## config.mk

```make
export PLATFORM = sky130hd
export DESIGN_NAME = ascon_round_sched
export DESIGN_NICKNAME = d
export VERILOG_FILES = /design/src/rtl/ascon_pack.sv /design/src/rtl/ascon_rc_gen.sv /design/src/rtl/ascon_round_sched.sv
export SDC_FILE = /design/constraint.sdc
export NUM_CORES = 1
export LEC_CHECK = 0
export CAP_MARGIN = 20
export CORE_AREA = 2 2 39 41
export DETAILED_ROUTE_END_ITERATION = 8
export DIE_AREA = 0 0 41 43
export PLACE_DENSITY = 0.7
export SYNTH_ARGS = -nofsm -noshare
export SYNTH_HDL_FRONTEND = slang
export SYNTH_SLANG_ARGS = --single-unit
```

## constraint.sdc

```tcl
create_clock -name clk_i -period 2.65 [get_ports clk_i]
set_clock_uncertainty 0.05 [all_clocks]
set_input_delay 0.6625 -clock clk_i [delete_from_list [all_inputs] [get_ports clk_i]]
set_output_delay 0.6625 -clock clk_i [all_outputs]
set_load 0.03 [all_outputs]
```

## src/rtl/ascon_pack.sv

```systemverilog
// Shared definitions for the Ascon round scheduler: widths, round total, FSM states, round constants.
// Latency: n/a (declarations and a pure function only).
// Backpressure: n/a.
package ascon_pack;

    // Width of the absolute round index (0..12 must be representable).
    localparam int RND_WIDTH = 4;

    // Total number of rounds in the full Ascon permutation.
    localparam int ROUNDS_TOTAL = 12;

    typedef enum logic [1:0] {
        ST_IDLE = 2'd0,
        ST_RUN  = 2'd1,
        ST_DONE = 2'd2
    } state_t;

    // Round constant for absolute round i: high nibble counts down from F, low nibble counts up.
    function automatic logic [7:0] rc_byte(input logic [RND_WIDTH-1:0] i);
        return {4'hF - i, i};
    endfunction

endpackage

```

## src/rtl/ascon_rc_gen.sv

```systemverilog
// Round-constant generator: one constant byte per unrolled lane, lane 0 in the LSBs.
// Latency: purely combinational from the round index.
// Backpressure: none; follows the scheduler's round index directly.
module ascon_rc_gen
    import ascon_pack::*;
#(
    parameter int UNROLL = 1
) (
    input  logic [RND_WIDTH-1:0]  round,
    output logic [UNROLL*8-1:0]   rc
);

    // One constant per lane for rounds round .. round+UNROLL-1.
    for (genvar k = 0; k < UNROLL; k++) begin : g_lane
        assign rc[k*8 +: 8] = rc_byte(round + RND_WIDTH'(k));
    end

endmodule

```

## src/rtl/ascon_round_sched.sv

```systemverilog
// Ascon permutation round scheduler: IDLE -> RUN (rounds/UNROLL enabled cycles) -> DONE pulse.
// Latency: accept to done_o = rounds/UNROLL enabled RUN cycles + 1 cycle.
// Backpressure: en_i=0 freezes all state; ready_o only in IDLE. Optional rc_o under ASCON_ROUND_SCHED_RC_EN.
module ascon_round_sched
    import ascon_pack::*;
#(
    parameter int UNROLL   = 1,
    parameter int ROUNDS_A = 12,
    parameter int ROUNDS_B = 6
) (
    input  logic                  clk_i,
    input  logic                  rst_i,
    input  logic                  start_i,
    input  logic                  sel_a_i,
    input  logic                  en_i,
    input  logic                  abort_i,
    output logic                  ready_o,
    output logic                  busy_o,
    output logic [RND_WIDTH-1:0]  round_o,
    output logic                  pre_last_o,
    output logic                  last_o,
    output logic                  done_o
`ifdef ASCON_ROUND_SCHED_RC_EN
    ,
    output logic [UNROLL*8-1:0]   rc_o
`endif
);

    // Refuse to build configurations the schedule cannot represent.
    if (!(UNROLL == 1 || UNROLL == 2 || UNROLL == 3 || UNROLL == 6)) begin : g_bad_unroll
        $error("ascon_round_sched: UNROLL must be 1, 2, 3 or 6");
    end
    if (!(ROUNDS_B >= 1 && ROUNDS_B <= ROUNDS_A && ROUNDS_A <= ROUNDS_TOTAL)) begin : g_bad_rounds
        $error("ascon_round_sched: need 1 <= ROUNDS_B <= ROUNDS_A <= 12");
    end
    if ((ROUNDS_A % UNROLL) != 0 || (ROUNDS_B % UNROLL) != 0) begin : g_bad_multiple
        $error("ascon_round_sched: round counts must be multiples of UNROLL");
    end

    // A schedule always ends on round 11, so the start index is 12 minus its length.
    localparam logic [RND_WIDTH-1:0] START_A = RND_WIDTH'(ROUNDS_TOTAL - ROUNDS_A);
    localparam logic [RND_WIDTH-1:0] START_B = RND_WIDTH'(ROUNDS_TOTAL - ROUNDS_B);
    localparam logic [RND_WIDTH-1:0] STEP    = RND_WIDTH'(UNROLL);
    localparam logic [RND_WIDTH-1:0] STEP2   = RND_WIDTH'(2 * UNROLL);
    localparam logic [RND_WIDTH-1:0] END_IDX = RND_WIDTH'(ROUNDS_TOTAL);

    state_t                state_q;
    logic [RND_WIDTH-1:0]  round_q;
    logic                  run;
    logic                  last;
    logic                  pre_last;

    assign run = (state_q == ST_RUN);

    // Sums stay RND_WIDTH wide; for UNROLL=6 the pre-last sum wraps away from 12,
    // so a single-cycle schedule never flags pre-last.
    assign last     = run && ((round_q + STEP)  == END_IDX);
    assign pre_last = run && ((round_q + STEP2) == END_IDX);

    // Schedule state and round index; reset beats abort, abort beats everything else.
    always_ff @(posedge clk_i) begin
        if (rst_i) begin
            state_q <= ST_IDLE;
            round_q <= '0;
        end else if (abort_i) begin
            state_q <= ST_IDLE;
        end else begin
            case (state_q)
                ST_IDLE: begin
                    if (start_i) begin
                        round_q <= sel_a_i ? START_A : START_B;
                        state_q <= ST_RUN;
                    end
                end
                ST_RUN: begin
                    if (en_i) begin
                        if (last) begin
                            state_q <= ST_DONE;
                        end else begin
                            round_q <= round_q + STEP;
                        end
                    end
                end
                ST_DONE: begin
                    state_q <= ST_IDLE;
                end
                default: begin
                    state_q <= ST_IDLE;
                end
            endcase
        end
    end

    assign ready_o    = (state_q == ST_IDLE);
    assign busy_o     = run;
    assign done_o     = (state_q == ST_DONE);
    assign round_o    = round_q;
    assign last_o     = last;
    assign pre_last_o = pre_last;

`ifdef ASCON_ROUND_SCHED_RC_EN
    ascon_rc_gen #(
        .UNROLL (UNROLL)
    ) u_rc_gen (
        .round (round_q),
        .rc    (rc_o)
    );
`endif

endmodule

```

==> Yosys cells after proc, flatten, opt, wreduce, memory -nomap -nowiden <==
Index checks and enable logic that the tools add are counted.
{ "classes": {"addsub": 2, "n_eq_ne": 8, "muxes": 9, "bitwise_logic": 1, "n_reduce_logical": 7} }
{ "op_table": {"columns": ["op", "count"], "rows": [
  ["2-to-1 mux 4 bit", 3],
  ["equality test 4 bit, second input constant", 2],
  ["inequality test 2 bit, second input constant", 4],
  ["one-hot mux 4 bit (2 select lines)", 1],
  ["2-to-1 mux 2 bit", 3],
  ["AND reduction 5 bit", 1],
  ["adder 4 x 1 -> 4 bit, second input constant", 1],
  ["adder 4 x 2 -> 4 bit, second input constant", 1],
  ["one-hot mux 2 bit (2 select lines)", 1],
  ["2-to-1 mux 3 bit", 1],
  ["AND reduction 3 bit", 1],
  ["equality test 2 x 1 -> 1 bit, second input constant", 1],
  ["equality test 2 bit, second input constant", 1],
  ["logical AND 1 bit", 2],
  ["zero test 2 bit", 1],
  ["nonzero test 2 bit", 1],
  ["OR reduction 2 bit", 1],
  ["NOT 1 bit", 1]
]} }
{ "totals": {"ff_bits": 6, "in_bits": 6, "out_inout_bits": 9} }

==> Longest topological paths before layout <==
{ "depth": {"depth_word": 6, "ltp_mapped": 5, "depth_no_buf": 5} }

==> Least setup slack after synthesis <==
Ideal clock, no wire load.
{ "synth_timing": {"kind": "reg-to-output", "from": "register round_q[1] (netlist: round_o[1])", "to": "output pre_last_o", "arrival_ns": 1.567, "path_slack_ns": 0.370, "path_stages_with_launch": 4, "path_buffers": 0, "path_cell_list": "dfxtp_1 ha_1 xnor2_1 nor3_1"} }
{ "synth_between": {"elab_chain_len": 3} }
{ "synth_lines": {"columns": ["element", "line_no", "rtl"], "rows": [
  ["from (decl)", "ascon_round_sched.sv:48", "logic [RND_WIDTH-1:0] round_q;"],
  ["from (signal assigned)", "ascon_round_sched.sv:71", "round_q <= sel_a_i ? START_A : START_B;"],
  ["from (signal assigned)", "ascon_round_sched.sv:80", "round_q <= round_q + STEP;"],
  ["adder 4 x 2 -> 4 bit", "ascon_round_sched.sv:58", "assign pre_last = run && ((round_q + STEP2) == END_IDX);"],
  ["equality test 4 bit", "ascon_round_sched.sv:58", null],
  ["logical AND 1 bit", "ascon_round_sched.sv:58", null],
  ["to (decl)", "ascon_round_sched.sv:20", "output logic pre_last_o,"]
]} }
Every way passes these cells.

==> Worst setup path after layout <==
{ "layout_timing": {"from": "register round_q[1] (netlist: round_o[1])", "to": "output last_o"} }
{ "layout_between": {"elab_chain_len": 3} }
{ "layout_lines": {"columns": ["element", "line_no", "rtl"], "rows": [
  ["adder 4 x 1 -> 4 bit", "ascon_round_sched.sv:57", "assign last = run && ((round_q + STEP) == END_IDX);"],
  ["equality test 4 bit", "ascon_round_sched.sv:57", null],
  ["logical AND 1 bit", "ascon_round_sched.sv:57", null],
  ["to (decl)", "ascon_round_sched.sv:21", "output logic last_o,"]
]} }
Every way passes these cells.

==> results.md <==
* Run status: completed
* Average wire per cell in the routed design at approximately 12 microns
* Part of the Yosys area used for sequential elements at 0.274
* Number of design-rule violations left by the first detailed-router iteration at 14
* Beginning of the critical path: round_o[1]$_SDFFE_PP0P_
* Number of cells on the worst reg-to-reg path at 5
* Pre-antenna DRT Iters at 4
* Number of warnings reported in the yosys synthesis log at 0
* Average via count per standard cell at between 5 and 6
* Share of the clock period used by the worst path after layout at 0.954
* Port buffer count at 14
* Pin count of the biggest net entering global routing at 10
* Transition time of the tightest slew-check pin at roughly 0.31 ns
* Area grow syn2layout at 45.3%
* Final count of negative-setup-slack endpoints at 0
* Die width at between 40 and 50 microns
* Power Dens Cells at around 350 nW/um^2
* Worst hold-check path type: reg -> reg
* First-pass GRT wire length at between 1500 and 2000 microns
* RSZ-0062 raised after global routing: no
* Cell count after synthesis at 50
* Vias in the first global route at 427
* TritonCTS buffer count at 3
* Initial cell density of the core at 0.317
* Total number of placement rows at 14
* Count of cell types in the netlist at 26
* Adder and majority cell fraction of the synthesized area at 0.114
* Vias at 455
* Total of fill cells in the finished design at ~130
* Global route overflow at 0
* Highest-count cells in the layout ignoring fill and taps: sky130_fd_sc_hd__clkdlybuf4s50_1 (12), sky130_fd_sc_hd__dfxtp_1 (6)
* GRT Total Usage at 0.134
* Leading cell type in the layout, fill and taps excluded: sky130_fd_sc_hd__clkdlybuf4s50_1
* Die extent in y at about 43 microns
* CP Class: reg -> out
* Wirelength, routed at ~980 microns
* Post-Syn Nets at 60
* Ratio of cells with drive above 1 in the final layout at 0.116
* Clk pin slew, worst setup/hold paths at approximately 0.05 ns
* Critical path capture point type: output pin
* Share of cell area taken by muxes after synthesis at 0.0513
* Synthesized area divided by synthesized cell count at about 8.8 sq um
* Worst EP arrival at ~1.8 ns
* Simple-gate share of the synthesized area at 0.285
* Final antenna-violating net count at 0
* CP max FO at 6
* Slack of the worst reg-to-reg path at 0.75 ns
* Detailed Place HPWL at roughly 790 microns
* Worst VDD drop at approximately 210 uV
* Post-Synth XOR/XNOR Area at 0.0399
* Max Transition Viols Final at 0
* Kind of launch point of the worst setup path: flop
* Max Clk Rate at 396 MHz
* FF-to-FF End: round_o[3]$_SDFFE_PP0P_
* Number of antenna violations at the first check in global routing at 0
* Clock latency at the later pin of the worst-skew pair at approximately 0.24 ns
* Leakage component of the power at between 0.3 and 0.4 nW
* Number of synthesized register bits at 6
* Post-CTS Repair Setup Buffers at 0
* Sum of negative setup slack at 0 ns
* Clock net sink count at 6
* Number of I/O pins at 15
* Worst slew margin relative to its limit at 0.791
* Antenna diode instance count at 0
* CTS Root Buffer Type: sky130_fd_sc_hd__clkbuf_4
* Max-cap viol count at 0
* Final estimated routing congestion in global placement at 0.701
* Cell Area, Synth at about 440 sq um
* DRC violation count after routing at 0
* Final nets at 81
* Launching point of the worst reg2reg path: round_o[1]$_SDFFE_PP0P_
* Max H-tree Level at 1
* Largest buffer count on any clock path at 2
* Final number of hold-violating endpoints at 0
* Clock period minus worst slack at ~2.5 ns
* CP Data Required Time at between 1.5 and 2 ns
* Capture point of the critical path: last_o
* Die area at between 1500 and 2000 sq um
* Core box area at roughly 1400 sq um
* Clock tree from TritonCTS: yes
* Share of the synthesized area in compound gates (AO/OA/AOI/OAI) at 0.211
* Combinational family with the most area after synthesis: simple AND/OR/NAND/NOR gates
* Total power at between 200 and 250 uW
## worst min-delay path by stage
stage / start / endpoint / slack, ns / depth (start not counted)
final: state_q[0]$_SDFFE_PP0P_ / state_q[0]$_SDFFE_PP0P_ / 0.48 / 1
after global routing: round_o[3]$_SDFFE_PP0P_ / round_o[3]$_SDFFE_PP0P_ / 0.52 / 2
after CTS: round_o[3]$_SDFFE_PP0P_ / round_o[3]$_SDFFE_PP0P_ / 0.49 / 2
after detailed placement: state_q[0]$_SDFFE_PP0P_ / state_q[0]$_SDFFE_PP0P_ / 0.48 / 1
after global placement: round_o[3]$_SDFFE_PP0P_ / round_o[3]$_SDFFE_PP0P_ / 0.47 / 2
after floorplan: state_q[0]$_SDFFE_PP0P_ / state_q[0]$_SDFFE_PP0P_ / 0.44 / 1
## power by group
part           total [mW]  internal [mW]  switching (mW)
Combinational      0.0426         0.0214          0.0212
Sequential         0.0962         0.0931         0.00308
Clock              0.0837         0.0512          0.0325
Total               0.222          0.166          0.0568
## kinds of logic after synthesis
family                     Yosys count
xor gates and xnor gates             2
DFF                                  6
buffers and inverters                3
muxes                                2
adders and majority gates            4
AOI/OAI and AO/OA                   12
and+or+nand+nor                     21
## synthesized netlist by cell type (all sizes together)
cell	number	share of area
a211o	1	0.020
a21boi	1	0.017
a21oi	2	0.023
a31oi	1	0.014
and2b	1	0.017
and3b	1	0.020
dfxtp	6	0.27
ha	4	0.11
inv	3	0.026
mux2	2	0.051
nand2	3	0.026
nand2b	4	0.057
nor2	4	0.034
nor2b	1	0.014
nor3	1	0.011
nor4	1	0.014
o2111a	1	0.026
o211a	1	0.023
o21ai	2	0.023
o22a	1	0.020
o311a	1	0.026
o32ai	1	0.020
or4	4	0.068
or4b	1	0.023
xnor2	1	0.020
xor2	1	0.020
## worst max-delay path, stage by stage (launching register included)
cell and delay, ns:
sky130_fd_sc_hd__dfxtp_1 0.42, sky130_fd_sc_hd__ha_1 0.25, sky130_fd_sc_hd__xor2_1 0.23, sky130_fd_sc_hd__o2111a_1 0.26, sky130_fd_sc_hd__dlygate4sd2_1 0.41
## through the flow
stage | util | cell area (sq um) | hold WS (ns) | std cells | setup slack [ns]
finish | 0.461 | 638 | 0.484 | 85 | 0.122
global route | 0.461 | 638 | 0.524 | 85 | 0.0309
CTS | 0.459 | 636 | 0.489 | 85 | 0.0909
detailed placement | 0.444 | 614 | 0.476 | 82 | 0.110
global placement | 0.444 | 614 | 0.465 | 82 | 0.155
floorplan | - | 439 | 0.438 | 50 | 0.370
## flip-flops by register name, summed over array words and instances (netlist names)
name / flops
round_o: 4
state_q: 2
## final cells by class
class,instances,area (sq um),share of cell area
multi-input cells,41,308,0.482
repair buffers,16,156,0.245
flip-flops and latches,6,120,0.188
clock buffers,3,22.5,0.0353
well taps,16,20.0,0.0314
inverters,3,11.3,0.0176
## timing repair
item / in CTS / in global routing
hold endpoints to repair: 0 / 0
hold buffers: 0 / 0
resized for setup: 1 / 1
endpoints found under the setup margin: 1 / 1
## layer usage
metal,GRT usage,share of wire
met3,0.0157,0.067
met5,0,0
met4,0.0800,0.019
met2,0.203,0.46
met1,0.173,0.45
(Power assumes the default switching activity.)
